[src/rtl/spi_reg_slave.sv]
`timescale 1ns / 1ps
// SPI responder for the MCU-to-FPGA register link.
// cs/sclk/mosi are oversampled in the sys_clk domain. Byte0 of a frame is {rw, addr[6:0]}.
// Each following byte is data, and the address auto-increments with a 7-bit wrap.
// Register accesses are single-cycle strobes. Read data is returned on miso, MSB first.
module spi_reg_slave #(
  parameter logic        CPOL        = 1'b1,
  parameter logic        CPHA        = 1'b1,
  parameter int unsigned SYNC_STAGES = 2
) (
  input  logic       sys_clk,
  input  logic       sys_rst,
  input  logic       cs,
  input  logic       sclk,
  input  logic       mosi,
  output logic       miso,
  output logic [6:0] reg_addr,
  output logic       reg_wr_en,
  output logic [7:0] reg_wr_data,
  output logic       reg_rd_en,
  input  logic [7:0] reg_rd_data,
  output logic       busy,
  output logic       frame_err
);

  typedef enum logic [1:0] {StIdle, StCmd, StData} state_e;

  logic [SYNC_STAGES-1:0] cs_sync_q, sclk_sync_q, mosi_sync_q;
  logic                   cs_prev_q, sclk_prev_q;
  logic                   cs_s, sclk_s, mosi_s;
  logic                   cs_fall, cs_rise, lead_edge, trail_edge, sample_edge, shift_edge;

  state_e     state_q, state_d;
  logic [2:0] bit_cnt_q, bit_cnt_d;
  logic [6:0] rx_q, rx_d;
  logic [7:0] rx_byte;
  logic [7:0] tx_q, tx_d;
  logic       rw_q, rw_d;
  logic [6:0] addr_q, addr_d;
  logic       wr_pend_q, wr_pend_d;
  logic       wr_en_q, wr_en_d;
  logic [7:0] wr_data_q, wr_data_d;
  logic       rd_en_q, rd_en_d;
  logic       rd_load_q, rd_load_d;
  logic       miso_q, miso_d;
  logic       busy_q, busy_d;
  logic       frame_err_q, frame_err_d;

  // Input synchronizers plus one history flop each for edge detection.
  // cs history resets low: a frame already in progress at reset is ignored
  // until cs has been seen high and then low again.
  always_ff @(posedge sys_clk) begin
    if (sys_rst) begin
      cs_sync_q   <= '0;
      sclk_sync_q <= '0;
      mosi_sync_q <= '0;
      cs_prev_q   <= 1'b0;
      sclk_prev_q <= 1'b0;
    end else begin
      cs_sync_q   <= {cs_sync_q[SYNC_STAGES-2:0], cs};
      sclk_sync_q <= {sclk_sync_q[SYNC_STAGES-2:0], sclk};
      mosi_sync_q <= {mosi_sync_q[SYNC_STAGES-2:0], mosi};
      cs_prev_q   <= cs_s;
      sclk_prev_q <= sclk_s;
    end
  end

  assign cs_s        = cs_sync_q[SYNC_STAGES-1];
  assign sclk_s      = sclk_sync_q[SYNC_STAGES-1];
  assign mosi_s      = mosi_sync_q[SYNC_STAGES-1];
  assign cs_fall     = cs_prev_q & ~cs_s;
  assign cs_rise     = ~cs_prev_q & cs_s;
  assign lead_edge   = (sclk_prev_q == CPOL) && (sclk_s != CPOL);
  assign trail_edge  = (sclk_prev_q != CPOL) && (sclk_s == CPOL);
  assign sample_edge = CPHA ? trail_edge : lead_edge;
  assign shift_edge  = CPHA ? lead_edge : trail_edge;
  assign rx_byte     = {rx_q, mosi_s};

  // State and datapath registers
  always_ff @(posedge sys_clk) begin
    if (sys_rst) begin
      state_q     <= StIdle;
      bit_cnt_q   <= 3'd0;
      rx_q        <= 7'd0;
      tx_q        <= 8'd0;
      rw_q        <= 1'b0;
      addr_q      <= 7'd0;
      wr_pend_q   <= 1'b0;
      wr_en_q     <= 1'b0;
      wr_data_q   <= 8'd0;
      rd_en_q     <= 1'b0;
      rd_load_q   <= 1'b0;
      miso_q      <= 1'b0;
      busy_q      <= 1'b0;
      frame_err_q <= 1'b0;
    end else begin
      state_q     <= state_d;
      bit_cnt_q   <= bit_cnt_d;
      rx_q        <= rx_d;
      tx_q        <= tx_d;
      rw_q        <= rw_d;
      addr_q      <= addr_d;
      wr_pend_q   <= wr_pend_d;
      wr_en_q     <= wr_en_d;
      wr_data_q   <= wr_data_d;
      rd_en_q     <= rd_en_d;
      rd_load_q   <= rd_load_d;
      miso_q      <= miso_d;
      busy_q      <= busy_d;
      frame_err_q <= frame_err_d;
    end
  end

  // Frame decode: next state, shift registers and register-bank strobes
  always_comb begin
    state_d     = state_q;
    bit_cnt_d   = bit_cnt_q;
    rx_d        = rx_q;
    tx_d        = tx_q;
    rw_d        = rw_q;
    addr_d      = addr_q;
    wr_pend_d   = 1'b0;
    wr_en_d     = wr_pend_q;   // strobe one cycle after the byte completes
    wr_data_d   = wr_data_q;
    rd_en_d     = 1'b0;
    rd_load_d   = rd_en_q;     // reg_rd_data is valid the cycle after the strobe
    miso_d      = miso_q;
    busy_d      = busy_q;
    frame_err_d = 1'b0;

    // Post-write increment runs independently so a strobe pending at frame end still lands.
    if (wr_en_q) begin
      addr_d = addr_q + 7'd1;
    end

    // cs deassertion wins over any sclk edge seen in the same cycle.
    if (cs_rise) begin
      frame_err_d = (state_q != StIdle) && (bit_cnt_q != 3'd0);
      state_d     = StIdle;
      bit_cnt_d   = 3'd0;
      rx_d        = 7'd0;
      busy_d      = 1'b0;
      miso_d      = 1'b0;
    end else begin
      unique case (state_q)
        StIdle: begin
          if (cs_fall) begin
            state_d   = StCmd;
            bit_cnt_d = 3'd0;
            rx_d      = 7'd0;
            tx_d      = 8'd0;
            busy_d    = 1'b1;
            miso_d    = 1'b0;
          end
        end
        StCmd: begin
          if (sample_edge) begin
            rx_d      = rx_byte[6:0];
            bit_cnt_d = bit_cnt_q + 3'd1;
            if (bit_cnt_q == 3'd7) begin
              rw_d    = rx_byte[7];
              addr_d  = rx_byte[6:0];
              rd_en_d = rx_byte[7];
              state_d = StData;
            end
          end
        end
        StData: begin
          if (shift_edge) begin
            miso_d = tx_q[7];
            tx_d   = {tx_q[6:0], 1'b0};
          end
          if (sample_edge) begin
            rx_d      = rx_byte[6:0];
            bit_cnt_d = bit_cnt_q + 3'd1;
            if (bit_cnt_q == 3'd7) begin
              if (rw_q) begin
                // Prefetch the next register so it is ready before the next shift edge.
                addr_d  = addr_q + 7'd1;
                rd_en_d = 1'b1;
              end else begin
                wr_data_d = rx_byte;
                wr_pend_d = 1'b1;
              end
            end
          end
        end
        default: state_d = StIdle;
      endcase
    end

    if (rd_load_q) begin
      tx_d = reg_rd_data;
    end
  end

  assign miso        = miso_q;
  assign reg_addr    = addr_q;
  assign reg_wr_en   = wr_en_q & ~sys_rst;
  assign reg_wr_data = wr_data_q;
  assign reg_rd_en   = rd_en_q & ~sys_rst;
  assign busy        = busy_q;
  assign frame_err   = frame_err_q;

endmodule

[config.mk]
export PLATFORM = sky130hd
export DESIGN_NAME = spi_reg_slave
export DESIGN_NICKNAME = d
export VERILOG_FILES = /design/src/rtl/spi_reg_slave.sv
export SDC_FILE = /design/constraint.sdc
export NUM_CORES = 1
export LEC_CHECK = 0
export CAP_MARGIN = 20
export CORE_AREA = 5 5 111 61
export DETAILED_ROUTE_END_ITERATION = 16
export DIE_AREA = 0 0 116 66
export PLACE_DENSITY_LB_ADDON = 0.08
export SYNTH_ARGS = -nofsm -noshare
export SYNTH_HDL_FRONTEND = slang
export SYNTH_SLANG_ARGS = --single-unit
[constraint.sdc]
create_clock -name sys_clk -period 1.59 [get_ports sys_clk]
set_input_delay 0.477 -clock sys_clk [delete_from_list [all_inputs] [get_ports sys_clk]]
set_output_delay 0.477 -clock sys_clk [all_outputs]
set_load 0.005 [all_outputs]
==> implementation parameters, run 1 <==
Parameter                              Value

Clock tree
  Clock Root Buffer    sky130_fd_sc_hd__clkbuf_16
  Clock tree sinks    51
  H-tree depth    2
  CTS Buffer Depth    2
  Latest clock arrival within the worst-skew pair    0.30 ns
  Post-cts hold buffer count    0
  Register clock-pin slew on the reported worst setup and hold paths    0.07 ns
  TritonCTS clock tree    yes
  CTS Buf Count    5

Final layout
  Ant. Diodes    0
  Sequential Area    ~1000 um^2
  Area taken by multi-input logic gates    1510 um^2
  Fillcell total    511
  Final layout net count    372
  Fraction of final layout cells with drive strength greater than 1    0.334
  Area added between synthesis and finish    47.0%
  Core Util, Final    0.623

Timing
  Max-slew violation total from the final report    0
  Measured slew at the worst slew-check pin    0.568 ns
  Hold Worst Slack    0.438 ns
  Final setup margin    -0.224 ns
  Count of final setup violators    21
  Worst setup skew after layout    0.00651 ns
  Max frequency    551 MHz
  Hold violation count in the final report    0
  Time the final worst path needs with I/O delays and setup    1.81 ns
  Final period util    1.14
  Max transition margin    0.621
  Unrepaired setup endpoints after global routing    true

Power and ir drop
  Leakage power figure    1.52 nW
  Switching power total    0.000599 W
  Clk pwr share    0.427
  Power per cell area    731 nW/um^2
  Cell internal pwr    0.00202 W
  Logic gate share of total power    0.078
  Reg power frac    0.495
  Worst VDD drop    0.000411 V
  Fraction of power spent switching nets    0.228

Logic synthesis
  Proportion of register bits with asynchronous set or reset after synthesis    0
  Number of flip-flops and latches in the synthesized netlist    51
  Cells after synthesis    274
  Top post-synthesis cells by area    sky130_fd_sc_hd__dfxtp_1, sky130_fd_sc_hd__mux2i_1, sky130_fd_sc_hd__nand2_1
  Mapped cell area    2440 um^2
  Sequential share of the synthesized area    0.419
  Largest area contributor in the netlist    sky130_fd_sc_hd__dfxtp_1
  Synthesized net count    294
  Cell variety after synth    48
  Synthesis Warnings    0
  Most used flip-flop cell after synthesis    sky130_fd_sc_hd__dfxtp_1
  Number of flops mapped to enable cells by yosys    0
  Synth Area per Inst    approximately 8.9 um^2
  Portion of synthesized cell area occupied by the leading cell type    0.419

Setup path
  Top cell family by delay on the critical path    flip-flops
  Sum of buffers and inverters on the critical path    2
  Most used cell, CP    sky130_fd_sc_hd__ha_4
  CP arrival    1.99 ns
  Endpoint type of the worst setup path    register
  Series of cell instances along the critical path    ha_4 -> ha_4 -> and4b_4 -> buf_4 -> buf_6 -> nor2_4 -> mux2_4 -> a22oi_2 -> o31ai_1
  Slowest cell delay on critical path    0.34 ns
  Critical Path RT    1.76 ns
  Critical path startpoint category    register
  Maximum fanout count along the critical path    5
  Slowest cell on the critical path    sky130_fd_sc_hd__dfxtp_2
  Worst setup path class    reg2reg

Hold path
  Class of the most critical hold timing path    reg2reg

Flow run
  Max-cap violations    0

Die
  Vertical die dimension    ~66 um
  Starting density of the core    0.424
  Total die area    7660 um^2
  Die span in x    about 120 um
  I/O pins    33
  Core area    approximately 5800 um^2
  Number of core rows    20

Drt
  Routed len/inst    15.6 um
  Vias per inst    5.21
  Total Wirelength    approximately 6700 um
  Violation count after the first detailed-routing iteration    155
  Detailed-route DRC error count    0
  Via count    2242
  Number of nets with antenna violations after routing    0
  Length of the first detailed-routing pass in iterations    4

Placement
  Half-perimeter wire length after detailed placement    4640 um
  Number of port buffers    32
  Routability cong.    between 0.9 and 1

Global route
  First-pass GRT wire length    10800 um
  Combined global-route utilization of all metal layers    0.182
  Overflow after GRT    0
  Number of antenna violations at the first check in global routing    0
  Maximum number of pins on one net before global-route repair    32
  Via count of the first global-routing pass    2141

Outcome
  Violated checks    negative setup slack
  Run status    finished with violations
-- worst paths after layout --
path,slack (ns),to,start,cells past startpoint
hold reg to reg,0.44,wr_en_q,wr_en_d,1
setup / recovery,-0.22,reg_addr[1],bit_cnt_q[0],9
hold / removal,0.44,wr_en_q,wr_en_d,1
setup reg to reg,-0.22,reg_addr[1],bit_cnt_q[0],9
-- routing by layer --
metal / part of all wire / routed length [um] / global-route usage
met1: 0.51 / 3440 / 0.283
met2: 0.42 / 2800 / 0.242
met3: 0.061 / 408 / 0.0466
met4: 0.0064 / 43 / 0.0463
met5: 0 / 0 / 0
-- logic make-up after synthesis --
| logic type | share of synthesized area |
|---|---|
| AO/OA/AOI/OAI | 0.139 |
| XOR/XNOR | 0.0390 |
| adder cells (fa/ha/maj) | 0.0359 |
| buffers and inverters | 0.0349 |
| flip-flops | 0.419 |
| multiplexers | 0.0872 |
| AND/OR/NAND/NOR | 0.245 |
-- cell usage in the layout (no fill, tap or decap), drive strengths merged, types with 2 or more instances in the layout --
cell type,Yosys,final
buf,6,55
dfxtp,51,51
nand2,39,39
nor2,24,24
mux2i,19,19
a21oi,19,19
nor2b,17,17
dlygate4sd2,0,17
clkdlybuf4s50,0,13
nand3,12,12
o21ai,10,10
xnor2,7,7
ha,7,7
clkbuf,9,6
inv,5,5
nand3b,4,4
a211oi,4,4
nand2b,4,4
a22oi,3,3
nand4,3,3
and2,3,3
xor2,3,3
or3,3,3
and3,3,3
mux2,2,2
a221oi,2,2
a32oi,2,2
-- power by group through the flow --
stage | clock network [W] | registers [W] | logic (W)
after floorplan | 0 | 0.00133 | 0.0000847
after global placement | 0 | 0.00133 | 0.000184
after detailed placement | 0 | 0.00133 | 0.000185
after CTS | 0.00114 | 0.00130 | 0.000195
after global routing | 0.00121 | 0.00130 | 0.000220
final | 0.00112 | 0.00130 | 0.000205
-- worst reg2reg max path, cell delays in order (launching register included) --
cell                      delay [ns]
sky130_fd_sc_hd__dfxtp_2        0.34
sky130_fd_sc_hd__ha_4           0.16
sky130_fd_sc_hd__ha_4           0.15
sky130_fd_sc_hd__and4b_4        0.20
sky130_fd_sc_hd__buf_4          0.14
sky130_fd_sc_hd__buf_6          0.11
sky130_fd_sc_hd__nor2_4         0.09
sky130_fd_sc_hd__mux2_4         0.31
sky130_fd_sc_hd__a22oi_2        0.12
sky130_fd_sc_hd__o31ai_1        0.08
-- synthesized netlist by cell type, drive strengths merged, types with 2 or more instances --
cell    count
o21ai      10
a221oi      2
mux2i      19
inv         5
mux2        2
nand4       3
nand2b      4
ha          7
a32oi       2
a21oi      19
a211oi      4
a22oi       3
dfxtp      51
buf         6
nand3      12
clkbuf      9
nor2       24
nor2b      17
xor2        3
and2        3
and3        3
or3         3
nand2      39
xnor2       7
nand3b      4
-- what timing repair did --
item / 4_1_cts / 5_1_grt
pin swaps: 7 / 14
setup buffers: 5 / 3
hold endpoints to repair: 0 / 0
setup endpoints to repair: 54 / 39
gates resized for setup: 40 / 25
-- registers in the layout (all words and copies together), names as in the netlist, 2 cells and up --
name / flops
reg_addr: 7
reg_wr_data: 8
cs_sync_q: 2
sclk_sync_q: 2
state_q: 2
rx_q: 7
bit_cnt_q: 3
mosi_sync_q: 2
tx_q: 8
-- layout make-up --
| class | count | area share |
|---|---|---|
| clock buffers | 6 | 0.0387 |
| clock inverters | 2 | 0.00454 |
| inverters | 5 | 0.00593 |
| multi-input cells | 203 | 0.421 |
| flip-flops and latches | 51 | 0.290 |
| well taps | 77 | 0.0269 |
| repair buffers | 86 | 0.212 |
-- per-stage QoR --
stage / TNS, ns / cells / area [um^2] / power [W] / setup slack [ns]
3_5_place_dp: -12.51 / 414 / 3230 / 0.00151 / -0.639
2_1_floorplan: -0.109 / 274 / 2510 / 0.00141 / -0.0975
6_report: -1.79 / 430 / 3590 / 0.00262 / -0.224
3_3_place_gp: -10.75 / 414 / 3230 / 0.00151 / -0.617
5_1_grt: -3.79 / 430 / 3590 / 0.00272 / -0.297
4_1_cts: -0.687 / 427 / 3470 / 0.00263 / -0.179
No activity file was read; power rests on OpenSTA's default activity.
==> run 2, diff against run 1 <==
==> constraint.sdc (replaced) <==
create_clock -name sys_clk -period 2 [get_ports sys_clk]
set_input_delay 0.6 -clock sys_clk [delete_from_list [all_inputs] [get_ports sys_clk]]
set_output_delay 0.6 -clock sys_clk [all_outputs]
set_load 0.01 [all_outputs]
==> run 2 against run 1 <==
Net effect:
- clock power down 15%
- largest power group unchanged
- clock-buffer cell count is 1 lower
- routed wire length shrank 12%
- total power fell by 19%
- design area decreased by 15%
- sequential power shrank 20%
- sequential share of layout area is 4.5 points higher
- the run now ends clean
- worst setup slack improved by 0.29 ns
- via count shrank 9.5%
- core utilization shrank 9.2 points
- first-iteration DRC count down 23%
==> implementation parameters, run 2 (synthesis results as in run 1) <==
Parameter                              Value

Outcome
  Run status    complete, no violations

Setup path
  Slowest cell delay on critical path    0.59 ns (+0.25 ns)
  Critical path startpoint category    register
  Series of cell instances along the critical path    clkdlybuf4s50_1
  Cell count along the critical path    1 (-8)
  Slowest cell on the critical path    sky130_fd_sc_hd__clkdlybuf4s50_1
  Worst Setup EP    reg_addr[1]
  Maximum fanout count along the critical path    6 (+1)
  Critical Path RT    1.40 ns (-0.36 ns)
  R2r setup slk    0.08 ns (+0.30 ns)
  Reg-to-reg critical path startpoint    bit_cnt_q[0]
  FF-to-FF End    reg_addr[5]
  Top cell family by delay on the critical path    buffers and inverters
  Endpoint type of the worst setup path    primary output
  Worst setup path class    reg2out
  CP arrival    1.34 ns (-0.65 ns)
  Critical path launch point    reg_addr[1]
  Cell depth of the worst flop-to-flop path    7 (-2)
  Sum of buffers and inverters on the critical path    1 (-1)

Die
  I/O pins    33 (unchanged)
  Total die area    7660 um^2 (unchanged)
  Starting density of the core    0.424 (unchanged)
  Die span in x    116 um (unchanged)
  Vertical die dimension    66 um (unchanged)
  Number of core rows    20 (unchanged)
  Core area    5760 um^2 (unchanged)

Drt
  Number of nets with antenna violations after routing    0 (unchanged)
  Total Wirelength    5880 um (-12%)
  Length of the first detailed-routing pass in iterations    4 (unchanged)
  Routed len/inst    15.2 um (-2.3%)
  Vias per inst    5.24 (+0.51%)
  Detailed-route DRC error count    0 (unchanged)
  Violation count after the first detailed-routing iteration    119 (-23%)
  Via count    2028 (-9.5%)

Power and ir drop
  Worst VDD drop    0.000386 V (-6.1%)
  Power per cell area    691 nW/um^2 (-5.4%)
  Leakage power figure    1.17 nW (-23%)

Timing
  Final sum of negative setup slack    0 ns (+1.79 ns)
  Max frequency    approximately 520 MHz
  Max-slew violation total from the final report    0 (unchanged)
  Time the final worst path needs with I/O delays and setup    roughly 1.9 ns
  Unrepaired setup endpoints after global routing    false
  Worst setup skew after layout    0.00423 ns (-0.00229 ns)
  Max transition margin    0.630 (+0.00930)
  Final setup margin    0.0644 ns (+0.288 ns)
  Measured slew at the worst slew-check pin    0.554 ns (-0.0139 ns)
  Final period util    0.968
  Hold violation count in the final report    0 (unchanged)
  Count of final setup violators    0 (-100%)

Clock tree
  Post-cts hold buffer count    0 (unchanged)
  H-tree depth    2 (unchanged)
  Clock Root Buffer    sky130_fd_sc_hd__clkbuf_16
  CTS Buf Count    5 (unchanged)
  TritonCTS clock tree    yes
  Register clock-pin slew on the reported worst setup and hold paths    0.06 ns (about the same)
  CTS Buffer Depth    2 (unchanged)
  Clock tree sinks    51 (unchanged)
  Buffers inserted by post-CTS timing repair    0 (-5)
  Latest clock arrival within the worst-skew pair    0.29 ns (about the same)

Placement
  Half-perimeter wire length after detailed placement    4260 um (-8.3%)
  Routability cong.    0.807 (-10%)
  Worst slack at placement    -0.433 ns (+0.205 ns)
  Post-DP Area    2890 um^2 (-11%)
  Placed Instances    380 (-8.2%)
  Number of port buffers    32 (unchanged)

Global route
  Overflow after GRT    0 (unchanged)
  First-pass GRT wire length    9890 um (-8.4%)
  Maximum number of pins on one net before global-route repair    35 (+9.4%)
  Combined global-route utilization of all metal layers    0.169 (-0.0134)
  Number of antenna violations at the first check in global routing    0 (unchanged)
  Via count of the first global-routing pass    1845 (-14%)

Final layout
  Final layout net count    330 (-11%)
  Area added between synthesis and finish    25.4%
  Ant. Diodes    0 (unchanged)
  Non-filler cells in the finished layout    387 (-10%)
  Core Util, Final    0.531 (-0.0917)
  Fraction of final layout cells with drive strength greater than 1    0.123 (-0.212)
  Most frequent cells in the layout    sky130_fd_sc_hd__dfxtp_1, sky130_fd_sc_hd__nand2_1, sky130_fd_sc_hd__clkdlybuf4s50_1
  Most frequent standard cell in the layout excluding fill and tap cells    sky130_fd_sc_hd__dfxtp_1
  Final Cell Area    3060 um^2 (-15%)

Flow run
  Max-cap violations    0 (unchanged)

Hold path
  Class of the most critical hold timing path    reg2reg
  Beginning of the worst hold path    mosi_sync_q[0]
==> run 2: cell types whose count changed in the layout (fill, tap and decap cells not counted), moves of 6 or more <==
cell,previous run,this run
sky130_fd_sc_hd__dlygate4sd2_1,17,3
sky130_fd_sc_hd__clkdlybuf4s50_1,13,29
sky130_fd_sc_hd__buf_4,45,11
sky130_fd_sc_hd__buf_6,6,0
sky130_fd_sc_hd__dfxtp_1,39,48
sky130_fd_sc_hd__dfxtp_2,10,3
==> run 2: what timing repair did <==
item / CTS / global route
endpoints found under the hold margin: 0 / 0
resized for setup: 3 / 5
setup endpoints to repair: 2 / 7
==> run 2: area by class of cell <==
cell class	count	area, um^2
clock buffer	5	125
clock inverter	2	37.5
timing repair buffer	44	419
tap	77	96.3
inverter	5	18.8
sequential	51	1020
fill	544	2700
multi-input combinational	203	1340
==> run 2: worst min path at each step <==
stage                endpoint  cells after the start
6_report       mosi_sync_q[1]                      1
5_1_grt        mosi_sync_q[1]                      1
4_1_cts        mosi_sync_q[1]                      1
3_5_place_dp   mosi_sync_q[1]                      1
3_3_place_gp     cs_sync_q[1]                      1
2_1_floorplan    cs_sync_q[1]                      1
==> run 2: where the power goes <==
part	internal (W)	switching (W)	total (W)
Clock	0.000583	0.000371	0.000954
Combinational	0.0000598	0.0000651	0.000125
Sequential	0.00103	0.0000102	0.00104
==> run 2: through the flow <==
step | hold WS [ns] | power, W
6_report | 0.437 | 0.00211
5_1_grt | 0.462 | 0.00221
4_1_cts | 0.444 | 0.00214
3_5_place_dp | 0.428 | 0.00118
3_3_place_gp | 0.422 | 0.00118
2_1_floorplan | 0.414 | 0.00112
==> run 2: per-layer routing <==
layer,track usage,up-vias,share of wire
met2,0.201,72,0.36
met5,0,-,0
li1,-,1017,-
met3,0.0603,7,0.089
met4,0.0478,0,0.011
met1,0.268,932,0.54
==> run 3, diff against run 2 <==
Settings changed: TNS_END_PERCENT from default to 5.
==> results of run 3 <==
Final layout, timing and power as in run 2 (identical DEF).
